$ cat config.mk
export PLATFORM = sky130hd
export DESIGN_NAME = matmul_arbiter
export DESIGN_NICKNAME = d
export VERILOG_FILES = /design/src/rtl/matmul_pkg.sv /design/src/rtl/matmul_arbiter_rr.sv /design/src/rtl/matmul_arbiter.sv
export SDC_FILE = /design/constraint.sdc
export NUM_CORES = 1
export LEC_CHECK = 0
export ABC_AREA = 1
export BUFFER_PORTS_ARGS = -buffer_cell sky130_fd_sc_hd__buf_2
export CORE_AREA = 10 10 124 126
export DETAILED_ROUTE_END_ITERATION = 8
export DIE_AREA = 0 0 134 136
export PLACE_DENSITY = 0.82
export SLEW_MARGIN = 20
export SYNTH_ARGS = -nofsm -noshare
export SYNTH_HDL_FRONTEND = slang
export SYNTH_SLANG_ARGS = --single-unit
$ cat constraint.sdc
create_clock -name clk -period 1.5 [get_ports clk]
set_clock_uncertainty 0.1 [all_clocks]
set_input_delay 0 -clock clk [delete_from_list [all_inputs] [get_ports clk]]
set_output_delay 0 -clock clk [all_outputs]
set_load 0.02 [all_outputs]
$ cat src/rtl/matmul_pkg.sv
// Shared types for the 2x2 matrix-multiply arbiter: element/matrix types,
// controller state encoding and flat <-> array conversion helpers.
package matmul_pkg;

    localparam int ELEM_W_DEFAULT = 8;

    typedef logic [ELEM_W_DEFAULT-1:0]   elem_t;
    typedef elem_t [1:0][1:0]            mat2_t;
    typedef logic [4*ELEM_W_DEFAULT-1:0] mat2_flat_t;

    typedef enum logic [1:0] {
        IDLE  = 2'd0,
        ISSUE = 2'd1,
        WAIT  = 2'd2,
        RESP  = 2'd3
    } state_t;

    // Flat packing is {m11, m10, m01, m00}, i.e. element [r][c] at slot 2*r+c.
    function automatic mat2_t unpack_mat(input mat2_flat_t flat);
        mat2_t m;
        for (int r = 0; r < 2; r++) begin
            for (int c = 0; c < 2; c++) begin
                m[r][c] = flat[(2*r+c)*ELEM_W_DEFAULT +: ELEM_W_DEFAULT];
            end
        end
        return m;
    endfunction

    function automatic mat2_flat_t pack_mat(input mat2_t m);
        mat2_flat_t flat;
        for (int r = 0; r < 2; r++) begin
            for (int c = 0; c < 2; c++) begin
                flat[(2*r+c)*ELEM_W_DEFAULT +: ELEM_W_DEFAULT] = m[r][c];
            end
        end
        return flat;
    endfunction

endpackage

$ cat src/rtl/matmul_arbiter_rr.sv
// Combinational round-robin pick: first active request at or after rr_ptr,
// wrapping modulo NUM_REQ.
module rr_arbiter #(
    parameter int NUM_REQ = 2,
    localparam int IDX_W  = $clog2(NUM_REQ)
) (
    input  logic [NUM_REQ-1:0] req,
    input  logic [IDX_W-1:0]   rr_ptr,
    output logic [NUM_REQ-1:0] gnt_oh,
    output logic [IDX_W-1:0]   gnt_idx,
    output logic               any
);

    always_comb begin
        gnt_oh  = '0;
        gnt_idx = '0;
        any     = 1'b0;
        for (int i = 0; i < NUM_REQ; i++) begin
            int               pos;
            logic [IDX_W-1:0] cand;
            pos = int'(rr_ptr) + i;
            if (pos >= NUM_REQ) pos = pos - NUM_REQ;
            cand = IDX_W'(pos);
            if (!any && req[cand]) begin
                any          = 1'b1;
                gnt_idx      = cand;
                gnt_oh[cand] = 1'b1;
            end
        end
    end

endmodule

$ cat src/rtl/matmul_arbiter.sv
// Shares one 2x2 matrix-multiply engine between NUM_REQ requesters with
// round-robin arbitration, operand capture, result return and a hang timeout.
module matmul_arbiter
    import matmul_pkg::*;
#(
    parameter int NUM_REQ        = 2,
    parameter int ELEM_W         = 8,
    parameter int TIMEOUT_CYCLES = 255
) (
    input  logic                          clk,
    input  logic                          rst,
    input  logic [NUM_REQ-1:0]            req,
    input  logic [NUM_REQ*4*ELEM_W-1:0]   op_a,
    input  logic [NUM_REQ*4*ELEM_W-1:0]   op_b,
    output logic [NUM_REQ-1:0]            ack,
    output logic [4*ELEM_W-1:0]           res_c,
    output logic [NUM_REQ-1:0]            res_valid,
    output logic                          res_err,
    output logic                          busy,
    output logic                          eng_start,
    output logic [1:0][1:0][ELEM_W-1:0]   eng_mat_a,
    output logic [1:0][1:0][ELEM_W-1:0]   eng_mat_b,
    input  logic [1:0][1:0][ELEM_W-1:0]   eng_mat_c,
    input  logic                          eng_done
);

    localparam int IDX_W = $clog2(NUM_REQ);
    localparam int CNT_W = $clog2(TIMEOUT_CYCLES + 1);
    localparam int MAT_W = 4 * ELEM_W;

    state_t             state, state_nxt;
    logic [IDX_W-1:0]   rr_ptr;
    logic [IDX_W-1:0]   gnt_idx;
    logic [NUM_REQ-1:0] gnt_oh;
    logic [IDX_W-1:0]   pick_idx;
    logic [NUM_REQ-1:0] pick_oh;
    logic               pick_any;
    logic [CNT_W-1:0]   tmo_cnt;
    logic               timeout_hit;

    rr_arbiter #(.NUM_REQ(NUM_REQ)) u_arb (
        .req     (req),
        .rr_ptr  (rr_ptr),
        .gnt_oh  (pick_oh),
        .gnt_idx (pick_idx),
        .any     (pick_any)
    );

    assign timeout_hit = (tmo_cnt == CNT_W'(TIMEOUT_CYCLES - 1));

    always_ff @(posedge clk) begin
        if (rst) state <= IDLE;
        else     state <= state_nxt;
    end

    always_comb begin
        state_nxt = state;
        case (state)
            IDLE:    if (pick_any) state_nxt = ISSUE;
            ISSUE:   state_nxt = WAIT;
            WAIT:    if (eng_done || timeout_hit) state_nxt = RESP;
            RESP:    state_nxt = IDLE;
            default: state_nxt = IDLE;
        endcase
    end

    always_comb begin
        ack       = '0;
        res_valid = '0;
        eng_start = 1'b0;
        busy      = (state != IDLE);
        case (state)
            ISSUE: begin
                ack       = gnt_oh;
                eng_start = 1'b1;
            end
            RESP:    res_valid = gnt_oh;
            default: ;
        endcase
    end

    // The flat operand packing and the [row][col] packed array share one bit layout,
    // so slices move across without reordering.
    always_ff @(posedge clk) begin
        if (rst) begin
            rr_ptr    <= '0;
            gnt_idx   <= '0;
            gnt_oh    <= '0;
            eng_mat_a <= '0;
            eng_mat_b <= '0;
            res_c     <= '0;
            res_err   <= 1'b0;
            tmo_cnt   <= '0;
        end else begin
            case (state)
                IDLE: begin
                    if (pick_any) begin
                        gnt_idx   <= pick_idx;
                        gnt_oh    <= pick_oh;
                        eng_mat_a <= op_a[pick_idx*MAT_W +: MAT_W];
                        eng_mat_b <= op_b[pick_idx*MAT_W +: MAT_W];
                    end
                end
                ISSUE: begin
                    rr_ptr  <= (gnt_idx == IDX_W'(NUM_REQ - 1)) ? '0 : gnt_idx + 1'b1;
                    tmo_cnt <= '0;
                end
                WAIT: begin
                    if (eng_done) begin
                        res_c   <= eng_mat_c;
                        res_err <= 1'b0;
                    end else if (timeout_hit) begin
                        res_c   <= '0;
                        res_err <= 1'b1;
                    end else begin
                        tmo_cnt <= tmo_cnt + 1'b1;
                    end
                end
                default: ;
            endcase
        end
    end

endmodule

==> summary.md, run 1 <==
| Metric | Value |
|---|---|
| GRT Overall Usage | 0.246 |
| Sequential-to-total area share from yosys stat | 0.440 |
| Final setup fails | 19 |
| Most common cell in the netlist | nand2_1 |
| Vias per cell | 5.21 |
| Cell Area, Synth | 5050 µm² |
| Fmax | 641 MHz |
| Std-Cell Rows | 42 |
| DIE AREA | 18200 µm² |
| Num CTS Buffers | 9 |
| Register Area | 2230 µm² |
| Largest net degree at the start of global routing | 65 |
| Total power | 0.0161 W |
| Status | complete, but fails checks |
| CP required | 1.63 ns |
| Starting DRT DRC Count | 631 |
| Initial antenna violation count | 7 |
| Synthesized-area fraction occupied by adder cells | 0.0149 |
| Maximum VDD drop | 0.826 mV |
| Drt pass-1 iters | 7 |
| Clk slew on worst S/H paths | 0.09 ns |
| Cell family with most CP delay | simple AND/OR/NAND/NOR gates |
| Pwr dens | 1690 nW/µm² |
| Post-route ant nets | 0 |
| Non-Filler Instances | 1411 |
| Post-Synth Simple-Gate Area | 0.355 |
| Number of synthesized register bits | 111 |
| Final WS setup | -0.0603 ns |
| Total grt overflow | 0 |
| Worst path most repeated cell | nand2_2 |
| Critical path arrival | 1.69 ns |
| Fin crit period | 1.56 ns |
| Vias in the first global route | 6865 |
| Final cycle utilization of the critical path | 1.04 |
| Library cells used by synthesis | 24 |
| Final #Nets | 1385 |
| Post-synth EDFFs | 0 |
| DRC Markers | 0 |
| Clock latency on the worst-skew pair | 0.37 ns |
| Clk root buf | clkbuf_16 |
| I/O Buffers | 267 |
| Most area-hungry cell type in the Yosys netlist | dfxtp_1 |
| Vias after detailed routing | 7350 |
| CP Class | reg -> reg |
| CP max stage cell | dfxtp_2 |
| Pins over their slew limit | 0 |
| CTS tree | yes |
| Maximum Capacitance Violations | 0 |
| Synth warn | 0 |
| Slew HR | 0.647 |
| Core area | 13000 µm² |
| Placer congestion estimate | 0.887 |
| Fillers | 839 |
| Footprint of the multi-input gates | 2840 µm² |
| H-tree depth | 3 |
| Post-synth ARST share | 0 |
| Xor/xnor share of the synthesized area | 0 |
| Crit path buf inv count | 3 |
| Failing checks | negative setup slack |
| Area delta synth->final | 88.6% |
| Die height | 136 µm |
| Post-Syn Nets | 935 |
| Ranking of synthesized cells by area | dfxtp_1 (44%), nand2_1 (22%), nor2_1 (11%) |
| Post-synth top area share | 0.440 |
| CP peak stage delay | 0.33 ns |
| Worst-Margin Slew | 0.529 ns |
| Final hold vios | 0 |
| # IOs | 268 |
| RSZ-0062 raised after global routing | yes |
| Post-DP HPWL | 12.9 mm |
| Crit-path cells | inv_2, ha_4, inv_4, nor2_4, nand2_2, nand2_2, nand2_4, clkbuf_16, nand2_1, a21oi_1 |
| Multiplexer area fraction after synthesis | 0 |
| Top_reg_cell synth | dfxtp_1 |
| Clock buffer depth | 2 |
| Dpl ws | -0.0924 ns |
| CP Max Fanout | 8 |
| Most common library cells after synthesis | nand2_1 (301), nor2_1 (144), dfxtp_1 (111), a21oi_1 (44), o21ai_1 (43) |
| Leakage | 4.69 nW |
| Synthesized area per cell | 6.61 µm² |
| Routed wire length | 28.3 mm |
| CP endpoint kind | flop |
| Post-Syn Instances | 764 |
| Global-route wire length before repair | 35.8 mm |
| Initial Util | 0.389 |
| Main combinational cell family by area after synthesis | simple AND/OR/NAND/NOR gates |
| DR WL/cell | 20.1 µm |
| Dpl cells | 1188 |
| Compound-Gate Fraction of Synth Area | 0.114 |
| Worst hold path class | in -> reg |
| Nature of the critical path startpoint | flop |
| Clock sink total | 111 |
| WHS | 0.0211 ns |
| Layout cell share with drive strength beyond 1 | 0.359 |
| Die width | 134 µm |
-- sequential cells by signal, indices dropped and copies added, names as in the netlist --
register / flops
res_err: 1
tmo_cnt: 8
eng_mat_b: 32
gnt_oh: 2
eng_mat_a: 32
gnt_idx: 1
rr_ptr: 1
state: 2
res_c: 32
-- final cells by class --
cell class                      instances  area share
Clock buffer                            9      0.0236
Tap cell                              176      0.0231
Sequential cell                       111       0.234
Inverter                               24      0.0133
Multi-Input combinational cell        585       0.298
Timing Repair inverter                  6     0.00932
Antenna cell                           16     0.00420
Clock inverter                          7     0.00761
Timing Repair Buffer                  477       0.386
-- power by group --
part	switching, W	internal [W]	total, W
logic	0.00549	0.00363	0.00912
registers	0.000601	0.00390	0.00451
clock network	0.00127	0.00119	0.00246
total	0.00736	0.00872	0.0161
-- layer usage --
| metal | vias up | GRT usage | wire length (µm) |
|---|---|---|---|
| met5 | - | 0 | 0 |
| met2 | 592 | 0.405 | 13700 |
| met3 | 179 | 0.0956 | 3090 |
| met4 | 0 | 0.193 | 2100 |
| met1 | 3276 | 0.246 | 9410 |
| li1 | 3303 | - | - |
-- path summary, 6_finish.rpt --
path	startpoint	end	slack, ns	cells past startpoint
max	tmo_cnt[0]	res_c[1]	-0.06	10
min	eng_done	tmo_cnt[3]	0.02	6
max reg2reg	tmo_cnt[0]	res_c[1]	-0.06	10
min reg2reg	gnt_idx	rr_ptr	0.34	1
-- tightest hold or removal path: stages --
cell     delay, ns
buf_2         0.10
nand2_2       0.10
nand4_1       0.11
nand2_1       0.05
inv_1         0.05
nor2_1        0.03
-- layout by cell type (no fill, tap or decap), types with 2 or more instances in the layout --
| cell | count |
|---|---|
| clkinv_16 | 2 |
| ha_4 | 4 |
| nand3_2 | 2 |
| inv_2 | 7 |
| nand2_4 | 9 |
| nand4_1 | 3 |
| dfxtp_2 | 6 |
| a21oi_2 | 14 |
| inv_8 | 6 |
| o21ai_0 | 10 |
| nand2_1 | 278 |
| nand2_8 | 3 |
| buf_4 | 23 |
| nor2_1 | 133 |
| clkbuf_16 | 19 |
| buf_16 | 3 |
| nor2_2 | 10 |
| nand2_2 | 14 |
| inv_6 | 4 |
| dlygate4sd3_1 | 162 |
| buf_12 | 7 |
| a21oi_1 | 30 |
| diode_2 | 16 |
| clkinv_8 | 2 |
| o21ai_4 | 2 |
| dfxtp_1 | 104 |
| o21ai_2 | 21 |
| nand3_1 | 6 |
| buf_6 | 7 |
| buf_2 | 264 |
| o21ai_1 | 37 |
| inv_1 | 14 |
-- repair_timing --
item | CTS | global route
cloned | 1 | 19
endpoints found under the hold margin | 97 | 0
hold buffers | 162 | 0
resized for setup | 18 | 137
pin swaps | 0 | 15
endpoints found under the setup margin | 104 | 103
setup buffers | 0 | 9
-- cells by family (layout without fill, tap and decap cells) --
kind of cell / after synthesis / in the layout
AND/OR/NAND/NOR: 463 / 464
AO/OA/AOI/OAI: 115 / 115
flip-flops: 111 / 111
buffers and inverters: 69 / 523
adder cells (fa/ha/maj): 6 / 6
other: 0 / 16
-- metrics by stage --
stage               cell area [µm²]   TNS, ns   util
floorplan                      5060         0      -
global placement               6610  -0.00741  0.509
detailed placement             6610     -2.56  0.509
CTS                            8620   -0.0631  0.664
global route                   9510     -2.99  0.733
finish                         9530    -0.379  0.734
(Power assumes the default switching activity.)
==> run 2, diff against run 1 <==
--- a/config.mk
+++ b/config.mk
@@ -10,7 +10,8 @@
 export CORE_AREA = 10 10 124 126
 export DETAILED_ROUTE_END_ITERATION = 8
 export DIE_AREA = 0 0 134 136
-export PLACE_DENSITY = 0.82
+export HOLD_SLACK_MARGIN = 0.03
+export PLACE_DENSITY = 0.79
 export SLEW_MARGIN = 20
 export SYNTH_ARGS = -nofsm -noshare
 export SYNTH_HDL_FRONTEND = slang
==> constraint.sdc (replaced) <==
create_clock -name clk -period 1.6 [get_ports clk]
set_clock_uncertainty 0.1 [all_clocks]
set_input_delay 0 -clock clk [delete_from_list [all_inputs] [get_ports clk]]
set_output_delay 0 -clock clk [all_outputs]
set_load 0.02 [all_outputs]
==> run 2 against run 1 <==
Against the previous run: the flow now finishes without violations; sequential power is 8.0% lower; critical endpoint is now res_c[29]; die area stayed put; critical path type unchanged; highest routed layer unchanged; register-to-register slack better by 0.099 ns; sequential cell count is the same; combinational power shrank 24%; routed wire length fell by 13%; maximum frequency is essentially flat; sequential share of layout area grew 1.7 points.
==> summary.md, run 2 (same netlist as run 1, synthesis figures left out) <==
| Metric | Value |
|---|---|
| Crit-path cells | inv_2, ha_1, inv_1, nor2_2, nand2_2, nand2_2, nand2_4, buf_12, nand2_1, a21oi_1 |
| Die height | 136 µm (unchanged) |
| Vias in the first global route | 6991 (+1.8%) |
| Clk root buf | clkbuf_16 |
| Clock buffer depth | 2 (unchanged) |
| Pins over their slew limit | 0 (unchanged) |
| Leakage | 4.49 nW (-4.2%) |
| Routed wire length | 24.6 mm (-13%) |
| Fillers | 913 (+8.8%) |
| Slew HR | 0.700 (+0.0527) |
| Area delta synth->final | 75.5% |
| CP required | 1.72 ns (+0.09 ns) |
| Fin util | 0.683 (-0.0510) |
| Maximum VDD drop | 0.729 mV (-12%) |
| Setup TNS Final | 0 ns (+0.379 ns) |
| Crit path from | tmo_cnt[0] |
| Crit path buf inv count | 3 (unchanged) |
| Drt pass-1 iters | 5 (-2) |
| Core area | 13000 µm² (unchanged) |
| Cell family with most CP delay | simple AND/OR/NAND/NOR gates |
| Total grt overflow | 0 (unchanged) |
| Final #Nets | 1367 (-1.3%) |
| Fmax | 641 MHz (about the same) |
| CP max stage cell | dfxtp_2 |
| Fin crit period | 1.56 ns (+0.000592 ns) |
| Layout cell share with drive strength beyond 1 | 0.289 (-0.0704) |
| Commonest non-fill, non-tap cells in the layout | nand2_1 (294), buf_2 (266), dlygate4sd3_1 (163) |
| Most common cell after layout, fill and taps aside | nand2_1 |
| # IOs | 268 (unchanged) |
| Pwr dens | 1520 nW/µm² (-10%) |
| I/O Buffers | 267 (unchanged) |
| H-tree depth | 3 (unchanged) |
| Global-route wire length before repair | 36.2 mm (+1.3%) |
| Std-Cell Rows | 42 (unchanged) |
| Nature of the critical path startpoint | flop |
| Dpl cells | 1186 (-0.17%) |
| Maximum Capacitance Violations | 0 (unchanged) |
| CP peak stage delay | 0.32 ns (about the same) |
| Clk slew on worst S/H paths | 0.08 ns (about the same) |
| Critical path arrival | 1.68 ns (about the same) |
| Vias per cell | 5.05 (-3.0%) |
| CP endpoint kind | flop |
| DRC Markers | 0 (unchanged) |
| R2r startpoint | tmo_cnt[0] |
| Post-route ant nets | 0 (unchanged) |
| Worst-Margin Slew | 0.450 ns (-0.0790 ns) |
| Non-Filler Instances | 1384 (-1.9%) |
| Die width | 134 µm (unchanged) |
| Num CTS Buffers | 9 (unchanged) |
| Placer congestion estimate | 0.823 (-7.2%) |
| Clock sink total | 111 (unchanged) |
| Starting DRT DRC Count | 566 (-10%) |
| Post-DP HPWL | 13.0 mm (+0.78%) |
| CP Max Fanout | 8 (unchanged) |
| Initial antenna violation count | 3 (-4) |
| DIE AREA | 18200 µm² (unchanged) |
| Final cycle utilization of the critical path | 0.976 (-0.0646) |
| CP Class | reg -> reg |
| CTS tree | yes |
| HP Start | rst |
| Worst hold path class | in -> reg |
| Final hold vios | 0 (unchanged) |
| Clock latency on the worst-skew pair | 0.35 ns (-0.02 ns) |
| DR WL/cell | 17.8 µm (-12%) |
| Initial Util | 0.389 (unchanged) |
| Status | complete, no violations |
| Worst path most repeated cell | nand2_2 |
| GRT Overall Usage | 0.246 (about the same) |
| Vias after detailed routing | 6992 (-4.9%) |
| RSZ-0062 raised after global routing | yes |
| Top Registers | eng_mat_a (32), eng_mat_b (32), res_c (32) |
| Largest net degree at the start of global routing | 65 (unchanged) |
| Final setup fails | 0 (-19) |
==> run 2: cell types whose count changed in the layout (fill, tap and decap cells not counted), moves of 9 or more <==
cell     before  now
o21ai_2      21    1
o21ai_0      10   27
nand2_1     278  294
a21oi_1      30   44
a21oi_2      14    0
diode_2      16    7
nand2_2      14    5
nor2_1      133  142
==> run 2: final cells by class <==
| cell class | count | area [µm²] | share of cell area |
|---|---|---|---|
| inverter | 24 | 119 | 0.0134 |
| tap | 176 | 220 | 0.0248 |
| multi-input combinational | 584 | 2520 | 0.285 |
| antenna | 7 | 17.5 | 0.00198 |
| clock inverter | 7 | 77.6 | 0.00875 |
| sequential | 111 | 2230 | 0.251 |
| timing repair buffer | 465 | 3440 | 0.388 |
| timing repair inverter | 1 | 11.3 | 0.00127 |
| clock buffer | 9 | 225 | 0.0254 |
==> run 2: final timing paths <==
check / slack (ns) / to / cells after the start
worst min-delay path: 0.08 / tmo_cnt[4] / 5
worst min register to register: 0.33 / rr_ptr / 1
worst max register to register: 0.04 / res_c[29] / 10
worst max-delay path: 0.04 / res_c[29] / 10
==> run 2: repair_timing <==
item / in CTS / in global routing
endpoints found under the setup margin: 10 / 84
endpoints found under the hold margin: 99 / 0
resized for setup: 2 / 37
pin swaps: 0 / 3
cloned: 0 / 6
hold buffers: 163 / 0
buffers inserted: 0 / 6
==> run 2: tightest hold or removal path, stage by stage <==
cell	delay (ns)
buf_2	0.12
inv_2	0.04
buf_4	0.21
nand2_1	0.09
nor2_1	0.03
==> run 2: power by group <==
group	switching, W	leakage (nW)	internal, W
logic	0.00432	3.43	0.00264
registers	0.000489	0.915	0.00366
clock network	0.00111	0.152	0.00124
==> run 2: through the flow <==
stage	hold slack (ns)	setup slack (ns)	power [W]	area (µm²)
detailed placement	0.156	-0.0388	0.00964	6580
finish	0.0752	0.0391	0.0134	8870
floorplan	0.0482	0.0834	0.00783	5060
global route	0.0734	-0.0495	0.0142	8860
global placement	0.153	0.00480	0.00951	6580
CTS	0.0472	0.00782	0.0123	8520
==> run 2: per-layer routing <==
metal,GRT usage,part of all wire
met1,0.256,0.35
met2,0.396,0.48
met3,0.0937,0.10
met4,0.190,0.068
met5,0,0
==> run 3, diff against run 2 <==
--- a/config.mk
+++ b/config.mk
@@ -7,9 +7,9 @@
 export LEC_CHECK = 0
 export ABC_AREA = 1
 export BUFFER_PORTS_ARGS = -buffer_cell sky130_fd_sc_hd__buf_2
-export CORE_AREA = 10 10 124 126
+export CORE_AREA = 2 2 116 118
 export DETAILED_ROUTE_END_ITERATION = 8
-export DIE_AREA = 0 0 134 136
+export DIE_AREA = 0 0 118 120
 export HOLD_SLACK_MARGIN = 0.03
 export PLACE_DENSITY = 0.79
 export SLEW_MARGIN = 20
==> run 3 against run 2 <==
Against the previous run: non-clock buffer count is 7 lower; maximum frequency is 1.1% higher; clock power about the same; combinational power fell by 11%; final area is 1.9% lower; core utilization decreased by 1.3 points; hold slack better by 0.26 ns; die area is 22% lower; largest cell class unchanged; highest routed layer unchanged.
==> summary.md, run 3 (same netlist as run 1, synthesis figures left out) <==
| Metric | Value |
|---|---|
| Initial Util | 0.389 (unchanged) |
| Clock power share | 0.186 (+0.012) |
| Maximum Capacitance Violations | 0 (unchanged) |
| Post-DP HPWL | 10.7 mm (-18%) |
| Worst-Margin Slew | 0.404 ns (-0.0459 ns) |
| Core area | 13000 µm² (unchanged) |
| Routed wire length | 20.5 mm (-17%) |
| I/O Buffers | 267 (unchanged) |
| Sw Pwr | 0.00564 W (-4.7%) |
| Placer congestion estimate | 0.878 (+6.6%) |
| Final hold vios | 0 (unchanged) |
| N_diodes | 0 (-7) |
| # IOs | 268 (unchanged) |
| GRT Overall Usage | 0.274 (+0.0279) |
| Largest net degree at the start of global routing | 65 (unchanged) |
| Drt pass-1 iters | 5 (unchanged) |
| Met2 GRT Util | 0.487 (+0.0909) |
| Crit path from | rr_ptr |
| R2r startpoint | rr_ptr |
| CP max stage cell | dfxtp_2 |
| Critical path arrival | 1.73 ns (+0.05 ns) |
| Vias per cell | 4.93 (-2.4%) |
| Clk slew on worst S/H paths | 0.09 ns (about the same) |
| CP required | 1.79 ns (+0.07 ns) |
| CP Class | reg -> reg |
| Clock buffer depth | 2 (unchanged) |
| Worst hold path class | in -> reg |
| Clk root buf | clkbuf_16 |
| H-tree depth | 3 (unchanged) |
| Vias after detailed routing | 6747 (-3.5%) |
| Top Registers | eng_mat_a (32), eng_mat_b (32), res_c (32) |
| Dpl ws | 0.0166 ns (+0.0555 ns) |
| Commonest non-fill, non-tap cells in the layout | nand2_1 (299), buf_2 (267), dlygate4sd3_1 (164) |
| Die height | 120 µm (-12%) |
| Most common cell after layout, fill and taps aside | nand2_1 |
| Final WS setup | 0.0563 ns (+0.0172 ns) |
| Switching share of power | 0.444 (+0.00453) |
| Global-route wire length before repair | 31.3 mm (-14%) |
| CTS tree | yes |
| Int Pwr | 0.00705 W (-6.4%) |
| Layout cell share with drive strength beyond 1 | 0.277 (-0.0115) |
| Total grt overflow | 0 (unchanged) |
| Crit path buf inv count | 2 (-1) |
| Slew HR | 0.731 (+0.0306) |
| Design Area, Final | 8700 µm² (-1.9%) |
| Pwr dens | 1460 nW/µm² (-3.8%) |
| Crit-path cells | inv_1, nand2_1, and2_4, nand2_4, nand2_8, inv_12, nor2_1, nor2_1 |
| Final setup fails | 0 (unchanged) |
| Status | complete, no violations |
| DRC Markers | 0 (unchanged) |
| Fin crit period | 1.54 ns (-0.0172 ns) |
| Top Usage Layer GRT | met2 |
| HP Start | eng_mat_c[30] |
| Clock latency on the worst-skew pair | 0.36 ns (about the same) |
| Met3 usage | 0.0604 (-0.0334) |
| Maximum VDD drop | 0.731 mV (+0.30%) |
| Clock sink total | 111 (unchanged) |
| Final cycle utilization of the critical path | 0.965 (-0.0107) |
| Initial antenna violation count | 0 (-3) |
| Starting DRT DRC Count | 419 (-26%) |
| Num CTS Buffers | 9 (unchanged) |
| Fillers | 922 (+0.99%) |
| Pins over their slew limit | 0 (unchanged) |
| Cell family with most CP delay | simple AND/OR/NAND/NOR gates |
| DIE AREA | 14200 µm² (-22%) |
| Die width | 118 µm (-12%) |
| M1 GR Usage | 0.295 (+0.0388) |
| DR WL/cell | 14.9 µm (-16%) |
| Vias in the first global route | 6687 (-4.3%) |
| Post-route ant nets | 0 (unchanged) |
| Final #Nets | 1359 (-0.59%) |
| Worst path most repeated cell | nor2_1 |
| Part of the power in registers | 0.327 (+0.019) |
| CP Max Fanout | 64 (+56) |
| Leakage | 4.41 nW (-1.9%) |
| CP peak stage delay | 0.36 ns (+0.04 ns) |
| CP endpoint kind | flop |
| Placed cell area | 6630 µm² (+0.68%) |
| Fmax | 648 MHz (+1.1%) |
| Area delta synth->final | 72.1% |
| Combinational share of power | 0.488 (-0.029) |
| Setup TNS Final | 0 ns (unchanged) |
| Std-Cell Rows | 42 (unchanged) |
| Nature of the critical path startpoint | flop |
run 3: cell types whose count changed in the layout (fill, tap and decap cells not counted), sizes merged:
cell,delta
clkinv,-1
bufinv,-1
dlygate4sd3,+1
diode,-7
clkbuf,-3
buf,-5
inv,+1
run 3: final timing paths:
| check | end | slack, ns | cells past startpoint |
|---|---|---|---|
| worst max-delay path | eng_mat_a[0] | 0.06 | 8 |
| worst min-delay path | res_c[30] | 0.33 | 4 |
| worst max register to register | eng_mat_a[0] | 0.06 | 8 |
| worst min register to register | rr_ptr | 0.33 | 1 |
run 3: repair_timing:
action                     4_1_cts  5_1_grt
buffers inserted                 0        0
hold endpoints to repair        98        0
setup endpoints to repair        0      100
gates resized for setup          0       22
hold buffers                   164        0
run 3: power groups by stage:
stage / logic, W / registers (W) / clock network [W]
finish: 0.00619 / 0.00414 / 0.00236
detailed placement: 0.00539 / 0.00415 / 0
global placement: 0.00532 / 0.00412 / 0
floorplan: 0.00272 / 0.00511 / 0
CTS: 0.00569 / 0.00410 / 0.00240
global route: 0.00671 / 0.00423 / 0.00252
run 3: layer usage:
| layer | up-vias | part of all wire |
|---|---|---|
| li1 | 3228 | - |
| met1 | 3006 | 0.38 |
| met2 | 415 | 0.49 |
| met3 | 98 | 0.083 |
| met4 | 0 | 0.051 |
| met5 | - | 0 |
run 3: final cells by class:
cell class	count	area (µm²)	area share
Tap cell	176	220	0.0253
Clock buffer	9	225	0.0259
Sequential cell	111	2220	0.256
Multi-Input combinational cell	584	2490	0.286
Timing Repair Buffer	458	3340	0.384
Inverter	24	105	0.0121
Clock inverter	7	91.3	0.0105
run 3: metrics by stage:
| step | power, W | utilization | instances | hold WS, ns |
|---|---|---|---|---|
| floorplan | 0.00783 | - | 764 | 0.0482 |
| global placement | 0.00944 | 0.510 | 1187 | 0.153 |
| detailed placement | 0.00954 | 0.510 | 1187 | 0.157 |
| CTS | 0.0122 | 0.661 | 1367 | 0.312 |
| global route | 0.0135 | 0.670 | 1369 | 0.341 |
| finish | 0.0127 | 0.670 | 1369 | 0.332 |
run 3: worst min-delay path, delay by kind of cell:
kind            cells  cell delay, ns
compound gates      1            0.05
simple gates        1            0.05
buf+inv             2            0.65
